--- config.mk ---
export PLATFORM = sky130hd
export DESIGN_NAME = ex_mem_stage_flat
export DESIGN_NICKNAME = d
export VERILOG_FILES = /design/src/rtl/ex_mem_stage_if.sv /design/src/rtl/ex_mem_stage.sv /design/src/flat_wrapper.sv
export SDC_FILE = /design/constraint.sdc
export NUM_CORES = 1
export LEC_CHECK = 0
export BUFFER_PORTS_ARGS = -buffer_cell sky130_fd_sc_hd__buf_4
export CAP_MARGIN = 5
export CELL_PAD_IN_SITES_DETAIL_PLACEMENT = 2
export CELL_PAD_IN_SITES_GLOBAL_PLACEMENT = 2
export CORE_MARGIN = 3
export CORE_UTILIZATION = 26
export DETAILED_ROUTE_END_ITERATION = 6
export HOLD_SLACK_MARGIN = 0.1
export PLACE_DENSITY_LB_ADDON = 0.1
export SLEW_MARGIN = 10
export SYNTH_ARGS = -nofsm -noshare
export SYNTH_HDL_FRONTEND = slang
export SYNTH_SLANG_ARGS = --single-unit
--- constraint.sdc ---
create_clock -name clk -period 3.83 [get_ports clk]
set_input_delay 0.383 -clock clk [delete_from_list [all_inputs] [get_ports clk]]
set_output_delay 0.383 -clock clk [all_outputs]
set_load 0.05 [all_outputs]
--- src/rtl/ex_mem_stage_if.sv ---
// EX -> MEM pipeline bundle: execute-stage outputs and hazard controls in,
// registered memory-stage view, condition flags and forwarded flags out.
interface ex_mem_stage_if #(
    parameter int WIDTH = 64,
    parameter int RBITS = 5
);
    logic             ex_valid;
    logic [WIDTH-1:0] ex_result;
    logic             ex_negative;
    logic             ex_zero;
    logic             ex_overflow;
    logic             ex_carry;
    logic             ex_set_flags;
    logic [RBITS-1:0] ex_rd;
    logic             ex_reg_write;
    logic             ex_mem_read;
    logic             ex_mem_write;
    logic [WIDTH-1:0] ex_store_data;
    logic             stall;
    logic             flush;

    logic             mem_valid;
    logic             mem_reg_write;
    logic             mem_mem_read;
    logic             mem_mem_write;
    logic [WIDTH-1:0] mem_result;
    logic [WIDTH-1:0] mem_store_data;
    logic [RBITS-1:0] mem_rd;
    logic             flag_n;
    logic             flag_z;
    logic             flag_v;
    logic             flag_c;
    logic             fwd_n;
    logic             fwd_z;
    logic             fwd_v;
    logic             fwd_c;

    modport master (
        output ex_valid, ex_result, ex_negative, ex_zero, ex_overflow, ex_carry,
               ex_set_flags, ex_rd, ex_reg_write, ex_mem_read, ex_mem_write,
               ex_store_data, stall, flush,
        input  mem_valid, mem_reg_write, mem_mem_read, mem_mem_write,
               mem_result, mem_store_data, mem_rd,
               flag_n, flag_z, flag_v, flag_c, fwd_n, fwd_z, fwd_v, fwd_c
    );

    modport slave (
        input  ex_valid, ex_result, ex_negative, ex_zero, ex_overflow, ex_carry,
               ex_set_flags, ex_rd, ex_reg_write, ex_mem_read, ex_mem_write,
               ex_store_data, stall, flush,
        output mem_valid, mem_reg_write, mem_mem_read, mem_mem_write,
               mem_result, mem_store_data, mem_rd,
               flag_n, flag_z, flag_v, flag_c, fwd_n, fwd_z, fwd_v, fwd_c
    );
endinterface

--- src/rtl/ex_mem_stage.sv ---
// EX/MEM pipeline register with the architectural NZVC flag register and a
// combinational flag view for branch resolution in EX.
module ex_mem_stage #(
    parameter int WIDTH = 64,
    parameter int RBITS = 5
) (
    input  logic          clk,
    input  logic          reset,
    ex_mem_stage_if.slave bus
);
    localparam logic [RBITS-1:0] XZR = RBITS'(31);

    logic             commit;
    logic             load;
    logic             valid_q;
    logic             reg_write_q;
    logic             mem_read_q;
    logic             mem_write_q;
    logic [WIDTH-1:0] result_q;
    logic [WIDTH-1:0] store_data_q;
    logic [RBITS-1:0] rd_q;
    logic [3:0]       nzvc_q;
    logic             use_ex_flags;

    assign commit = bus.ex_valid & ~bus.stall & ~bus.flush;
    // Flush overrides stall, so the registers move on either a flush or a non-stalled cycle.
    assign load   = bus.flush | ~bus.stall;

    always_ff @(posedge clk or posedge reset) begin
        if (reset) begin
            valid_q      <= 1'b0;
            reg_write_q  <= 1'b0;
            mem_read_q   <= 1'b0;
            mem_write_q  <= 1'b0;
            result_q     <= '0;
            store_data_q <= '0;
            rd_q         <= '0;
            nzvc_q       <= 4'b0000;
        end else if (load) begin
            valid_q      <= commit;
            reg_write_q  <= commit & bus.ex_reg_write & (bus.ex_rd != XZR);
            mem_read_q   <= commit & bus.ex_mem_read;
            mem_write_q  <= commit & bus.ex_mem_write;
            result_q     <= bus.ex_result;
            store_data_q <= bus.ex_store_data;
            rd_q         <= bus.ex_rd;
            if (commit & bus.ex_set_flags)
                nzvc_q <= {bus.ex_negative, bus.ex_zero, bus.ex_overflow, bus.ex_carry};
        end
    end

    // Stall is deliberately ignored: a held ADDS must still steer its own B.cond.
    assign use_ex_flags = bus.ex_valid & bus.ex_set_flags & ~bus.flush;

    assign bus.mem_valid      = valid_q;
    assign bus.mem_reg_write  = reg_write_q;
    assign bus.mem_mem_read   = mem_read_q;
    assign bus.mem_mem_write  = mem_write_q;
    assign bus.mem_result     = result_q;
    assign bus.mem_store_data = store_data_q;
    assign bus.mem_rd         = rd_q;
    assign {bus.flag_n, bus.flag_z, bus.flag_v, bus.flag_c} = nzvc_q;
    assign {bus.fwd_n, bus.fwd_z, bus.fwd_v, bus.fwd_c} = use_ex_flags ?
           {bus.ex_negative, bus.ex_zero, bus.ex_overflow, bus.ex_carry} : nzvc_q;
endmodule

--- src/flat_wrapper.sv ---
// flat-port wrapper written by rule: the top's interface ports become plain ports
module ex_mem_stage_flat 
#(
    parameter int WIDTH = 64,
    parameter int RBITS = 5
)
  (clk, reset, bus_ex_valid, bus_ex_result, bus_ex_negative, bus_ex_zero, bus_ex_overflow, bus_ex_carry, bus_ex_set_flags, bus_ex_rd, bus_ex_reg_write, bus_ex_mem_read, bus_ex_mem_write, bus_ex_store_data, bus_stall, bus_flush, bus_mem_valid, bus_mem_reg_write, bus_mem_mem_read, bus_mem_mem_write, bus_mem_result, bus_mem_store_data, bus_mem_rd, bus_flag_n, bus_flag_z, bus_flag_v, bus_flag_c, bus_fwd_n, bus_fwd_z, bus_fwd_v, bus_fwd_c);
  ex_mem_stage_if #(.WIDTH(WIDTH), .RBITS(RBITS)) bus_i ();
  input  logic clk;
  input  logic reset;
  input wire logic [$bits(bus_i.ex_valid)-1:0] bus_ex_valid;
  input wire logic [$bits(bus_i.ex_result)-1:0] bus_ex_result;
  input wire logic [$bits(bus_i.ex_negative)-1:0] bus_ex_negative;
  input wire logic [$bits(bus_i.ex_zero)-1:0] bus_ex_zero;
  input wire logic [$bits(bus_i.ex_overflow)-1:0] bus_ex_overflow;
  input wire logic [$bits(bus_i.ex_carry)-1:0] bus_ex_carry;
  input wire logic [$bits(bus_i.ex_set_flags)-1:0] bus_ex_set_flags;
  input wire logic [$bits(bus_i.ex_rd)-1:0] bus_ex_rd;
  input wire logic [$bits(bus_i.ex_reg_write)-1:0] bus_ex_reg_write;
  input wire logic [$bits(bus_i.ex_mem_read)-1:0] bus_ex_mem_read;
  input wire logic [$bits(bus_i.ex_mem_write)-1:0] bus_ex_mem_write;
  input wire logic [$bits(bus_i.ex_store_data)-1:0] bus_ex_store_data;
  input wire logic [$bits(bus_i.stall)-1:0] bus_stall;
  input wire logic [$bits(bus_i.flush)-1:0] bus_flush;
  output wire logic [$bits(bus_i.mem_valid)-1:0] bus_mem_valid;
  output wire logic [$bits(bus_i.mem_reg_write)-1:0] bus_mem_reg_write;
  output wire logic [$bits(bus_i.mem_mem_read)-1:0] bus_mem_mem_read;
  output wire logic [$bits(bus_i.mem_mem_write)-1:0] bus_mem_mem_write;
  output wire logic [$bits(bus_i.mem_result)-1:0] bus_mem_result;
  output wire logic [$bits(bus_i.mem_store_data)-1:0] bus_mem_store_data;
  output wire logic [$bits(bus_i.mem_rd)-1:0] bus_mem_rd;
  output wire logic [$bits(bus_i.flag_n)-1:0] bus_flag_n;
  output wire logic [$bits(bus_i.flag_z)-1:0] bus_flag_z;
  output wire logic [$bits(bus_i.flag_v)-1:0] bus_flag_v;
  output wire logic [$bits(bus_i.flag_c)-1:0] bus_flag_c;
  output wire logic [$bits(bus_i.fwd_n)-1:0] bus_fwd_n;
  output wire logic [$bits(bus_i.fwd_z)-1:0] bus_fwd_z;
  output wire logic [$bits(bus_i.fwd_v)-1:0] bus_fwd_v;
  output wire logic [$bits(bus_i.fwd_c)-1:0] bus_fwd_c;
  assign bus_i.ex_valid = bus_ex_valid;
  assign bus_i.ex_result = bus_ex_result;
  assign bus_i.ex_negative = bus_ex_negative;
  assign bus_i.ex_zero = bus_ex_zero;
  assign bus_i.ex_overflow = bus_ex_overflow;
  assign bus_i.ex_carry = bus_ex_carry;
  assign bus_i.ex_set_flags = bus_ex_set_flags;
  assign bus_i.ex_rd = bus_ex_rd;
  assign bus_i.ex_reg_write = bus_ex_reg_write;
  assign bus_i.ex_mem_read = bus_ex_mem_read;
  assign bus_i.ex_mem_write = bus_ex_mem_write;
  assign bus_i.ex_store_data = bus_ex_store_data;
  assign bus_i.stall = bus_stall;
  assign bus_i.flush = bus_flush;
  assign bus_mem_valid = bus_i.mem_valid;
  assign bus_mem_reg_write = bus_i.mem_reg_write;
  assign bus_mem_mem_read = bus_i.mem_mem_read;
  assign bus_mem_mem_write = bus_i.mem_mem_write;
  assign bus_mem_result = bus_i.mem_result;
  assign bus_mem_store_data = bus_i.mem_store_data;
  assign bus_mem_rd = bus_i.mem_rd;
  assign bus_flag_n = bus_i.flag_n;
  assign bus_flag_z = bus_i.flag_z;
  assign bus_flag_v = bus_i.flag_v;
  assign bus_flag_c = bus_i.flag_c;
  assign bus_fwd_n = bus_i.fwd_n;
  assign bus_fwd_z = bus_i.fwd_z;
  assign bus_fwd_v = bus_i.fwd_v;
  assign bus_fwd_c = bus_i.fwd_c;
  ex_mem_stage #(.WIDTH(WIDTH), .RBITS(RBITS)) u_core (.clk(clk), .reset(reset), .bus(bus_i));
endmodule
==> impl_metrics.toml, run 1 <==
[clocking]
clk_pin_slew_worst_paths_ns = 0.06
worstSkewPairLatency_ns = 0.41
cts_tree = "yes"
post-cts-setup-buffer-count = 0
cts_resized = 0
clock_sinks = 141
cts_max_level = 4
numCtsBuffers = 17
clk_path_buf_depth = 2
cts-hold-fix-buffers = 0
clockRootBuffer = "clkbuf_16"

[global_route]
grt_pass1_vias = 4505
grt_start_max_net_pins = 65
grt-ovfl-total = 0
antenna_found_initial = 0
grt_pass1_wl_um = 27100
grt_usage_pct = 14.9

[detailed_routing]
drc_errors = 0
vias = 3874
firstDrtPassIters = 3
routedWlPerCell_um = 19.3
drtIter0Drc = 87
ant_nets = 0
drt_wl_total_um = 17300
via_per_inst = 4.31

[place]
dp_hpwl_um = 13100
io_buffers = 290
gp_congestion = 0.745
pre_cts_ws_ns = 1.93
place_area_um2 = 8010

[pwr]
seqPwrFrac_pct = 38.4
power_density_nw_per_um2 = 516
p_switching_uw = 1440
finalPower_uw = 4420
p_sw_share_pct = 32.6
combinationalPowerShare_pct = 25.7
p_leak_uw = 0.00425
internal_power_uw = 2980
power_frac_clock_pct = 35.9
vdd_drop_max_mv = 0.298

[worst_hold_path]
worstHoldPathCells = 2
hold_class = "input pin to flip-flop"

[die]
ioPinCount = 291
start_util_pct = 27.1
rows = 52
dieArea_um2 = 23300
fp.dieW_um = 152
core-area_um2 = 20600
die_h_um = 152

[synth]
synthSimpleGateAreaFrac_pct = 1.01
synth_compound_area_share_pct = 0.471
synth_largest_area_cell = "dfrtp_1"
syn_avg_cell_area_um2 = 17.7
synthAdderAreaFrac_pct = 0
syn-num-nets = 461
synthCells = 315
synth_xor_area_share_pct = 0
synthMuxAreaShare_pct = 32.4
yosysSeqAreaShare_pct = 63.2
synthTopCellsByArea = "dfrtp_1 (63%), mux2_2 (17%), mux2_4 (16%)"
syn_area_um2 = 5580
yosys_warnings = 0
synth_top_area_share_pct = 63.2
yosysUniqueCellTypes = 16
synth_top_family_by_area = "multiplexers"
ys_ff_latch = 141

[timing]
setup_viol = 0
worst_pin_slew_ns = 0.690
relSlewSlack_pct = 54.0
fmax_mhz = 588
finalCritPeriodShare_pct = 44.4
hold_viol = 0
clock_skew_ns = 0
maxSlewViolCount = 0
fin_tns_setup_ns = 0
setup_ws_ns = 2.13
post-route-min-period_ns = 1.70
rsz0062_at_grt = "false"

[worst_setup_path]
cp.arrival_ns = 1.32
critPathCaptureType = "output port"
crit_fanout = 6
rr_worst_depth = 1
critPathKind = "input pin to output port"
worstSetupStartpointType = "input pin"
critPathRequiredTime_ns = 3.45

[finish]
drive_gt1_share_pct = 74.8
final_nets = 761
final_cell_mix = "buf_4 (295), dfrtp_1 (141), mux2_2 (82)"
stdcell_area_um2 = 8580
area_growth_pct = 53.8
final_common_cell = "buf_4"
diodes = 0

[run]
maxCapViolCount = 0

[status]
status = "complete, no violations"
[per-layer routing]
metal  vias to the layer above  routed length, um  GRT usage (%)
met5                         -                  0              0
met4                         0                212           4.54
met3                        14               1640           6.73
met2                       180               8850           25.7
met1                      1972               6640           16.7
li1                       1708                  -              -
[logic make-up after synthesis]
group,Yosys count
DFF,141
and+or+nand+nor,12
muxes,141
AOI/OAI and AO/OA,4
buffers and inverters,17
[registers in the layout (all words and copies together) (netlist names)]
name and count:
u_core.bus.mem_store_data 64, u_core.bus.mem_mem_read 1, u_core.nzvc_q 4, u_core.bus.mem_valid 1, u_core.bus.mem_result 64, u_core.bus.mem_rd 5
u_core.bus.mem_reg_write 1, u_core.bus.mem_mem_write 1
[metrics by stage]
step / util [%] / std cells / hold slack (ns)
CTS: 41.6 / 898 / 0.145
detailed placement: 38.8 / 866 / 0.498
finish: 41.6 / 898 / 0.170
global placement: 38.8 / 866 / 0.492
global route: 41.6 / 898 / 0.151
floorplan: - / 315 / 0.449
[power groups by stage]
stage / Clock (uW) / Combinational [uW] / Sequential [uW]
after global routing: 1730 / 1190 / 1720
after global placement: 0 / 1140 / 1720
after floorplan: 0 / 277 / 2170
after CTS: 1660 / 1160 / 1700
final: 1590 / 1140 / 1700
after detailed placement: 0 / 1150 / 1720
[final cells by class]
| type | instances | area (um2) |
|---|---|---|
| inverters | 2 | 11.3 |
| fillers | 2062 | 12000 |
| clock inverters | 12 | 113 |
| well taps | 270 | 338 |
| clock buffers | 20 | 457 |
| repair buffers | 296 | 2230 |
| multi-input cells | 157 | 1900 |
| flip-flops and latches | 141 | 3530 |
[Yosys cell counts]
cell type / n
a21oi_1: 1
nand3_1: 2
nand3b_1: 1
mux2_4: 59
a22oi_1: 2
buf_8: 7
nor2_1: 6
nand2b_1: 1
nor2b_1: 1
nand2_1: 1
buf_6: 1
buf_2: 7
dfrtp_1: 141
mux2_2: 82
inv_1: 2
o22ai_1: 1
[worst max-delay path, stage by stage]
cell,delay (ns)
buf_4,0.14
nand3b_1,0.28
mux2_2,0.33
buf_4,0.19
[path summary, 6_finish.rpt]
check	from	end	slack, ns
worst max register to register	u_core.bus.mem_store_data[33]	u_core.bus.mem_store_data[33]	3.04
max in group asynchronous	reset	u_core.bus.mem_store_data[55]	2.65
worst min register to register	u_core.bus.mem_store_data[56]	u_core.bus.mem_store_data[56]	0.51
worst min-delay path	bus_flush	u_core.bus.mem_mem_write	0.17
worst max-delay path	bus_flush	bus_fwd_c	2.13
min in group asynchronous	reset	u_core.bus.mem_result[47]	0.18
Power figures use the tool's default switching activity.
==> inputs of run 2 (changes only) <==
--- a/config.mk
+++ b/config.mk
@@ -10,7 +10,7 @@
 export CELL_PAD_IN_SITES_DETAIL_PLACEMENT = 2
 export CELL_PAD_IN_SITES_GLOBAL_PLACEMENT = 2
 export CORE_MARGIN = 3
-export CORE_UTILIZATION = 26
+export CORE_UTILIZATION = 29
 export DETAILED_ROUTE_END_ITERATION = 6
 export HOLD_SLACK_MARGIN = 0.1
 export PLACE_DENSITY_LB_ADDON = 0.1
==> constraint.sdc (replaced) <==
create_clock -name clk -period 1.6 [get_ports clk]
set_input_delay 0.16 -clock clk [delete_from_list [all_inputs] [get_ports clk]]
set_output_delay 0.16 -clock clk [all_outputs]
set_load 0.05 [all_outputs]
==> run 2 against run 1 <==
Compared with the run above:
- utilization grew 13 points
- clock-buffer cell count rose by 3
- critical path depth decreased by 2
- first-iteration DRC count up 38%
- sequential cell count unchanged
- global-route usage grew 6.9 points
- power increased to 2.6 times the previous value
- clock power increased to 2.8 times the previous value
- critical path type is now flip-flop to output port
- largest power group is now clock
- highest routed layer unchanged
==> impl_metrics.toml, run 2 (same netlist as run 1, synthesis figures left out) <==
[die]
start_util_pct = 29.6
die_h_um = 145
dieArea_um2 = 20900
core-area_um2 = 18800
fp.dieW_um = 145
ioPinCount = 291
rows = 50

[finish]
final_common_cell = "buf_4"
final_nets = 909
final_cell_mix = "buf_4 (294), dlygate4sd3_1 (144), dfrtp_1 (141)"
area_growth_pct = 82.9
drive_gt1_share_pct = 61.2
stdcell_area_um2 = 10200
fin_util_pct = 54.2

[worst_setup_path]
cp.arrival_ns = 1.30
rr_worst_depth = 3
critPathCaptureType = "output port"
critPathKind = "flip-flop to output port"
crit_fanout = 3
critPathRequiredTime_ns = 1.44
worstSetupStartpointType = "flip-flop"
r2r_end = "u_core.bus.mem_valid"
r2r-start = "u_core.bus.mem_valid"
r2r_slack_ns = 0.27

[place]
dp_hpwl_um = 13200
gp_congestion = 0.798
pre_cts_ws_ns = 0.244
io_buffers = 290
place_area_um2 = 8090

[clocking]
cts_resized = 0
cts_tree = "yes"
clock_sinks = 141
clockRootBuffer = "clkbuf_16"
worstSkewPairLatency_ns = 0.41
numCtsBuffers = 17
post-cts-setup-buffer-count = 0
cts-hold-fix-buffers = 144
cts_max_level = 4
clk_pin_slew_worst_paths_ns = 0.06
clk_path_buf_depth = 2

[run]
maxCapViolCount = 0

[worst_hold_path]
worstHoldPathCells = 3
hold_class = "input pin to flip-flop"
hold_end = "u_core.bus.mem_mem_write"
worstHoldStart = "bus_stall"

[global_route]
grt_usage_pct = 21.8
grt_start_max_net_pins = 95
antenna_found_initial = 3
grt_pass1_vias = 5427
grt-ovfl-total = 0
grt_pass1_wl_um = 33600

[timing]
rsz0062_at_grt = "false"
relSlewSlack_pct = 58.4
finalCritPeriodShare_pct = 91.5
fin_tns_setup_ns = 0
maxSlewViolCount = 0
post-route-min-period_ns = 1.46
worst_pin_slew_ns = 0.624
setup_ws_ns = 0.136
hold_viol = 0
setup_viol = 0
clock_skew_ns = 0
fmax_mhz = 683

[pwr]
finalPower_uw = 11700
p_leak_uw = 0.00495
power_density_nw_per_um2 = 1150
vdd_drop_max_mv = 0.772

[detailed_routing]
ant_nets = 0
via_per_inst = 4.33
firstDrtPassIters = 4
drtIter0Drc = 120
drc_errors = 0
routedWlPerCell_um = 22.1
drt_wl_total_um = 23000
vias = 4501

[status]
status = "complete, no violations"
-- run 2: cell count changes in the layout (fill, tap and decap cells not counted), sizes merged --
cell	delta
bufinv	+3
clkbuf	+3
clkinvlp	-4
buf	+4
inv	-3
clkinv	+1
dlygate4sd3	+144
diode	+3
-- run 2: where the power goes --
| part | total (uW) | internal (uW) | switching (uW) | leakage (uW) |
|---|---|---|---|---|
| clock | 4490 | 2870 | 1620 | 0.000325 |
| combinational | 3130 | 1280 | 1840 | 0.00297 |
| sequential | 4100 | 3880 | 220 | 0.00165 |
-- run 2: worst max path at each step --
stage,slack [ns],endpoint,startpoint,cells past startpoint
after global placement,0.29,u_core.bus.mem_result[0],bus_flush,4
final,0.14,bus_fwd_n,u_core.nzvc_q[3],2
after detailed placement,0.24,u_core.bus.mem_result[41],bus_flush,4
after floorplan,-0.32,u_core.bus.mem_mem_read,reset,1
after global routing,0.08,bus_fwd_n,u_core.nzvc_q[3],2
after CTS,0.13,bus_fwd_n,u_core.nzvc_q[3],2
-- run 2: cell type report --
class	count	area, um2
Sequential cell	141	3530
Antenna cell	3	7.51
Clock inverter	9	155
Multi-Input combinational cell	157	1900
Inverter	2	11.3
Fill cell	1728	8630
Timing Repair Buffer	444	3770
Clock buffer	23	508
Tap cell	260	325
-- run 2: per-layer routing --
metal  track usage [%]  share of wire [%]
met5                 0                  0
met4              6.23                1.5
met3              7.16                7.2
met2              40.1                 54
met1              24.0                 37
-- run 2: per-stage QoR --
step                hold WS (ns)  std cells
finish                    0.0983       1039
CTS                        0.104       1036
global route               0.125       1039
detailed placement         0.376        860
floorplan                  0.226        315
global placement           0.362        860
-- run 2: critical path, stage by stage, from the launching register on --
cell	delay, ns
dfrtp_1	0.42
mux2_2	0.28
buf_4	0.19
